## src/rtl/mips_pkg.sv

```systemverilog
// Shared types and constants for the multicycle MIPS front end.
package mips_pkg;

   typedef enum logic [1:0] {
      IDLE = 2'd0,
      BUSY = 2'd1,
      DONE = 2'd2
   } memstate_t;

   localparam logic [5:0] OP_RTYPE = 6'h00;
   localparam logic [5:0] OP_J     = 6'h02;
   localparam logic [5:0] OP_BEQ   = 6'h04;
   localparam logic [5:0] OP_LW    = 6'h23;
   localparam logic [5:0] OP_SW    = 6'h2B;

   localparam logic [31:0] RESET_PC_DEFAULT = 32'h0000_0000;

endpackage

```

## src/rtl/pc_ir_mem_unit_pc_next_mux.sv

```systemverilog
// Next-PC selection: ALU result, registered ALU result, or pseudo-direct jump target.
module pc_next_mux
   import mips_pkg::*;
(
   input  logic        pcsrc,
   input  logic        jump,
   input  logic [31:0] aluresult,
   input  logic [31:0] aluout,
   input  logic [25:0] instr_idx,
   input  logic [3:0]  pc_hi,
   output logic [31:0] next_pc
);

   always_comb begin
      next_pc = pcsrc ? aluout : aluresult;
      if (jump) next_pc = {pc_hi, instr_idx, 2'b00};
   end

endmodule

```

## src/rtl/pc_ir_mem_unit.sv

```systemverilog
// PC/IR/MDR owner and req/ready memory sequencer; stalls the main decoder during accesses.
module pc_ir_mem_unit
   import mips_pkg::*;
#(
   parameter logic [31:0] RESET_PC = RESET_PC_DEFAULT,
   parameter int unsigned TIMEOUT  = 16
) (
   input  logic        clk,
   input  logic        reset,
   input  logic        pcwrite,
   input  logic        branch,
   input  logic        zero,
   input  logic        pcsrc,
   input  logic        jump,
   input  logic        iord,
   input  logic        irwrite,
   input  logic        memwrite,
   input  logic        memread,
   input  logic [31:0] aluresult,
   input  logic [31:0] aluout,
   input  logic [31:0] wdata,
   output logic        mem_req,
   output logic        mem_we,
   output logic [31:0] mem_addr,
   output logic [31:0] mem_wdata,
   input  logic [31:0] mem_rdata,
   input  logic        mem_ready,
   output logic [31:0] pc,
   output logic [31:0] instr,
   output logic [31:0] data,
   output logic        stall,
   output logic        err
);

   localparam int CW = $clog2(TIMEOUT + 1);

   memstate_t      state, state_nxt;
   logic [CW-1:0]  cnt;
   logic           acc;
   logic           illegal;
   logic           pcen;
   logic           timed_out;
   logic           sel_ir;
   logic           sel_mdr;
   logic [31:0]    next_pc;

   assign acc       = irwrite | memread | memwrite;
   assign illegal   = (irwrite & memread) | (irwrite & memwrite) | (memread & memwrite);
   assign pcen      = pcwrite | (branch & zero);
   assign timed_out = (cnt == CW'(TIMEOUT - 1));
   assign stall     = acc & (state != DONE);

   pc_next_mux u_pc_next_mux (
      .pcsrc     (pcsrc),
      .jump      (jump),
      .aluresult (aluresult),
      .aluout    (aluout),
      .instr_idx (instr[25:0]),
      .pc_hi     (pc[31:28]),
      .next_pc   (next_pc)
   );

   always_comb begin
      state_nxt = state;
      case (state)
         IDLE:    if (acc) state_nxt = BUSY;
         BUSY:    if (mem_ready || timed_out) state_nxt = DONE;
         DONE:    state_nxt = IDLE;
         default: state_nxt = IDLE;
      endcase
   end

   always_ff @(posedge clk) begin
      if (!reset) begin
         state     <= IDLE;
         cnt       <= '0;
         mem_req   <= 1'b0;
         mem_we    <= 1'b0;
         mem_addr  <= '0;
         mem_wdata <= '0;
         pc        <= RESET_PC;
         instr     <= '0;
         data      <= '0;
         err       <= 1'b0;
         sel_ir    <= 1'b0;
         sel_mdr   <= 1'b0;
      end else begin
         state <= state_nxt;
         // PC+4 of a fetch lands in DONE, after the fetch address was already latched
         if (pcen && !stall) pc <= next_pc;
         if (acc && illegal) err <= 1'b1;
         case (state)
            IDLE: begin
               if (acc) begin
                  mem_addr  <= iord ? aluout : pc;
                  mem_we    <= memwrite & ~irwrite & ~memread;
                  mem_wdata <= wdata;
                  mem_req   <= 1'b1;
                  cnt       <= '0;
                  sel_ir    <= irwrite;
                  sel_mdr   <= memread & ~irwrite;
               end
            end
            BUSY: begin
               if (mem_ready) begin
                  if (sel_ir)  instr <= mem_rdata;
                  if (sel_mdr) data  <= mem_rdata;
                  mem_req <= 1'b0;
               end else if (timed_out) begin
                  mem_req <= 1'b0;
                  err     <= 1'b1;
               end else begin
                  cnt <= cnt + CW'(1);
               end
            end
            default: ;
         endcase
      end
   end

endmodule

```

## config.mk

```make
export PLATFORM = sky130hd
export DESIGN_NAME = pc_ir_mem_unit
export DESIGN_NICKNAME = d
export VERILOG_FILES = /design/src/rtl/mips_pkg.sv /design/src/rtl/pc_ir_mem_unit_pc_next_mux.sv /design/src/rtl/pc_ir_mem_unit.sv
export SDC_FILE = /design/constraint.sdc
export NUM_CORES = 1
export LEC_CHECK = 0
export CELL_PAD_IN_SITES_DETAIL_PLACEMENT = 0
export CELL_PAD_IN_SITES_GLOBAL_PLACEMENT = 1
export CORE_ASPECT_RATIO = 0.6
export CORE_MARGIN = 1
export CORE_UTILIZATION = 31
export CTS_CLUSTER_DIAMETER = 100
export DETAILED_ROUTE_END_ITERATION = 8
export PLACE_DENSITY = 0.84
export SLEW_MARGIN = 20
export SYNTH_ARGS = -nofsm -noshare
export SYNTH_HDL_FRONTEND = slang
export SYNTH_HIERARCHICAL = 1
export SYNTH_SLANG_ARGS = --single-unit
export TNS_END_PERCENT = 5
```

## constraint.sdc

```tcl
create_clock -name clk -period 2.95 [get_ports clk]
set_clock_uncertainty 0.15 [all_clocks]
set_input_delay 0.4425 -clock clk [delete_from_list [all_inputs] [get_ports clk]]
set_output_delay 0.4425 -clock clk [all_outputs]
set_load 0.05 [all_outputs]
```

# == Word level (Yosys, flattened, before mapping) ==
# Index checks and enable logic that the tools add are counted.
# totals
ramBits,0
latch_bits,0
out_inout_bits,164
word_cells,69
register_bits,172
input_bits,140
mem_bits_ro,0
n_memories,0
# classes
muxes,18
n_bitwise,16
n_shift,0
n_lt_le_gt_ge,0
n_reduce_logical,13
n_mul,0
div_mod_pow,0
eq_ne,8
addsub,1
# ops
operator,count
32-bit 2-to-1 mux,2
28-bit 2-to-1 mux,1
5-bit 2-to-1 mux,3
"2-bit != test, second input constant",5
5-bit one-hot mux with 2 select lines,1
3-bit AND reduction,3
1-bit bitwise AND,8
1-bit 2-to-1 mux,7
2-bit AND reduction,3
"5-bit by 1-bit adder with 5-bit output, second input constant",1
"5-bit by 4-bit equality test with 1-bit output, second input constant",1
1-bit bitwise OR,5
2-bit 2-to-1 mux,2
2-bit one-hot mux with 2 select lines,1
4-bit AND reduction,1
"3-bit != test, second input constant",1
1-bit inverter,3
"2-bit by 1-bit equality test with 1-bit output, second input constant",1
1-bit logical AND,2
2-bit zero test,1
1-bit one-hot mux with 2 select lines,1
2-bit nonzero test,1
1-bit zero test,1
1-bit logical OR,1

# == Longest topological paths before layout ==
# logic_depth
ltp_word,8
ltp_mapped,7
depth_no_buf,6

# == By module ==
# Netlist, hierarchy kept.
# by_module_without_submodules
module,area_each_um2,seq_area_each_um2,cells_each,n_inst
pc_ir_mem_unit,6652.6,3443.3,782,1
pc_next_mux,699.4,0.0,105,1

# == Worst setup path after synthesis ==
# No wires, ideal clock.
# synth_path
path_kind,register to register
start,register cnt[0]
end,register cnt[4]
path_slack_ns,0.710
path_stages_with_launch,8
t_arrival_ns,2.020
setup_time_ns,0.070
required_ns,2.730
path_buffers,1
period_less_slack_ns,2.240
path_cell_list,dfxtp_1 ha_1 and3_1 ha_1 or4b_1 buf_2 or4_1 a21oi_1
# synth_via
elab_chain_cells,4
elab_cells_between_ends,7
classes_between,add/sub: 1; eq/ne: 2; mux: 3; reduce/logical: 1
# synth_rtl
element,line,text
start: declaration,pc_ir_mem_unit.sv:38,logic [CW-1:0] cnt;
start signal: assignment,pc_ir_mem_unit.sv:113,cnt <= cnt + CW'(1);
5-bit by 1-bit adder with 5-bit output,pc_ir_mem_unit.sv:113,
5-bit 2-to-1 mux,pc_ir_mem_unit.sv:109,end else if (timed_out) begin
5-bit 2-to-1 mux,pc_ir_mem_unit.sv:105,if (mem_ready) begin
5-bit one-hot mux with 2 select lines,pc_ir_mem_unit.sv:92,case (state)
# Several ways; a longest one is shown, not always the timed one. The select of a mux whose other input is x is not followed.
# A chain may end at the register's enable or synchronous reset.

# == Worst setup path after layout ==
# layout_path
start,input irwrite
end,output stall
# layout_via
elab_chain_cells,3
# layout_rtl
element,line,text
start: declaration,pc_ir_mem_unit.sv:16,"input logic irwrite,"
1-bit bitwise OR (2 in series),pc_ir_mem_unit.sv:47,assign acc = irwrite | memread | memwrite;
1-bit bitwise AND,pc_ir_mem_unit.sv:51,assign stall = acc & (state != DONE);
end: declaration,pc_ir_mem_unit.sv:31,"output logic stall,"
# No other way between the ends.

==> impl_metrics.json <==
{
  "viasPerCell": 4.94,
  "grt_pass1_wl_um": 41200,
  "cts_setup_buffers": 0,
  "grt_pass1_vias": 6722,
  "endpoint_kind": "primary output",
  "max_freq_mhz": 414,
  "wirelength_um": 27300,
  "instances_no_fill": 1473,
  "vdd_ir_drop_max_mv": 0.387,
  "wl_per_cell_um": 18.5,
  "area_delta_synth_final_pct": 51.8,
  "power_density_nw_per_um2": 544,
  "cts_resized": 0,
  "row_count": 43,
  "clockBufferDepth": 2,
  "cts_buffers": 17,
  "cts.htree.levels": 4,
  "synthCells": 887,
  "synth_edf_count": 0,
  "crit_fanout": 20,
  "worstMarginPinSlew_ns": 0.718,
  "syn-mean-instance-area_um2": 8.29,
  "synthTopCellsByArea": "dfxtp_1 (47%), mux2i_1 (13%), nand2_1 (11%), a21oi_1 (9.5%), a211oi_1 (3.3%)",
  "rsz0062_at_grt": "no",
  "final_net_count": 1290,
  "maxCapViolCount": 0,
  "core_um2": 23200,
  "cts_sinks": 172,
  "synth.most_common_cell": "nand2_1",
  "fin_hold_ws_ns": 0.302,
  "yosys.area.top_type_share": 0.468,
  "cts_root_buf": "clkbuf_16",
  "placedCellCount": 1444,
  "slew_viol_final": 0,
  "drc": 0,
  "cts_tree": "done",
  "fill_cells": 2233,
  "die-area_um2": 24400,
  "timing.rr.start": "cnt[0]",
  "fp.dieW_um": 201,
  "maxSlewHeadroom": 0.521,
  "holdCritPathClass": "reg -> reg",
  "ys.flop_type": "dfxtp_1",
  "die_h_um": 121,
  "grt_use_met3": 0.0712,
  "first_pass_iters": 4,
  "diodes": 0,
  "synth_nets": 1029,
  "worstHoldEndpoint": "instr[26]",
  "min_from": "instr[26]",
  "reg2reg_slack_ns": 0.54,
  "ys_ff_latch": 172,
  "syn_area_um2": 7350,
  "hold_depth": 2,
  "dp_hpwl_um": 19200,
  "postRouteAntennaNets": 0,
  "yosys-top-cells-count": "nand2_1 (224), dfxtp_1 (172), a21oi_1 (140)",
  "grt_use_met2": 0.306,
  "hold_violations": 0,
  "numPortBuffers": 303,
  "busiest_layer": "met1",
  "arrival_ns": 1.82,
  "grt.overflow.total": 0,
  "yosysWarnings": 6,
  "clk_latency_ns": 0.43,
  "setup_violations": 0,
  "status": "finished, final reports clean",
  "synth_area_leader_cell": "dfxtp_1",
  "cp.required_ns": 2.36,
  "grtUsageMet1": 0.329,
  "place_ws_ns": 0.456,
  "finalPower_mw": 6.07,
  "vias": 7273,
  "track_usage": 0.221,
  "boundaryPins": 304,
  "grt_max_degree": 68,
  "gp_congestion": 0.832,
  "drive_gt1_frac": 0.0527,
  "crit_path_start_kind": "input pin",
  "cts_hold_buf": 0,
  "post-route-period-util": 0.819,
  "setup-tns-final_ns": 0,
  "fin_ws_ns": 0.534,
  "rr_worst_depth": 6,
  "r2r-end": "cnt[4]",
  "drt_iter0_drc": 469,
  "synth-seq-area-share": 0.468,
  "path_class": "in -> out",
  "yosysUniqueCellTypes": 34,
  "path_clk_slew_ns": 0.06,
  "antenna_found_initial": 0,
  "p_leak_nw": 3.96,
  "synth-async-reset-ratio": 0,
  "start_util": 0.317,
  "fin_crit_ns": 2.42
}
state kept, by name (all words and copies together) (netlist names):
signal / cells
mem_we: 1
pc: 32
instr: 32
sel_ir: 1
sel_mdr: 1
mem_wdata: 32
mem_req: 1
cnt: 5
data: 32
err: 1
state: 2
mem_addr: 32
where the power goes:
| group | switching [mW] | internal, mW | total [mW] |
|---|---|---|---|
| logic | 0.838 | 0.527 | 1.36 |
| registers | 0.0736 | 2.44 | 2.52 |
| clock network | 0.937 | 1.25 | 2.19 |
| total | 1.85 | 4.22 | 6.07 |
routing by layer:
metal,vias up,wire [µm],share of wire
li1,3579,-,-
met2,260,10900,0.40
met3,12,2140,0.078
met1,3422,14000,0.51
met5,-,0,0
met4,0,187,0.0069
critical path, cell delays in order:
cell and delay, ns:
clkdlybuf4s50_1 0.53, nor3_2 0.27, buf_4 0.29, a21oi_1 0.08, buf_4 0.21
metrics by stage:
stage           util  instance area [µm²]
6_report       0.481                11200
5_1_grt        0.481                11200
4_1_cts        0.481                11200
3_5_place_dp   0.458                10600
3_3_place_gp   0.458                10600
2_1_floorplan      -                 7350
worst max path at each step:
stage | depth (start not counted) | end | slack, ns | start
floorplan | 7 | cnt[4] | 0.71 | cnt[0]
global placement | 4 | cnt[4] | 0.53 | mem_ready
detailed placement | 5 | pc[25] | 0.46 | irwrite
CTS | 1 | instr[21] | 0.53 | instr[21]
global route | 6 | cnt[4] | 0.45 | cnt[0]
finish | 5 | stall | 0.53 | irwrite
cells by family after synthesis:
kind of cell | Yosys count | synth area share
buf+inv | 86 | 0.0555
compound gates | 246 | 0.181
fa+ha+maj | 3 | 0.00476
mux | 96 | 0.131
simple gates | 284 | 0.160
flops | 172 | 0.468
cell type report:
type                    instances  area, µm²  share of cell area
multi-input cells             629       3530               0.316
flip-flops and latches        172       3440               0.308
repair buffers                324       3230               0.289
clock buffers                  21        450              0.0404
well taps                     315        394              0.0353
clock inverters                 8       96.3             0.00863
inverters                       4       17.5             0.00157
layout by cell type, fill, tap and decap left out, types with 2 or more instances in the layout:
cell             instances
a211oi_1                32
nor2_4                   2
o21ai_1                 29
ha_1                     2
nand2_1                224
dfxtp_1                172
inv_1                    3
nand4b_1                 3
bufinv_16                2
and4b_1                  2
nand3_1                 33
clkdlybuf4s50_1        298
clkinv_2                 4
or3_1                    2
buf_2                    4
nand2b_1                 2
o211ai_1                 3
buf_12                   5
clkbuf_16               17
o21ai_0                 39
nor2_1                   6
mux2i_1                 96
clkbuf_1                 3
buf_4                   17
a21oi_1                140
or2_2                    2
(Power assumes the default switching activity.)
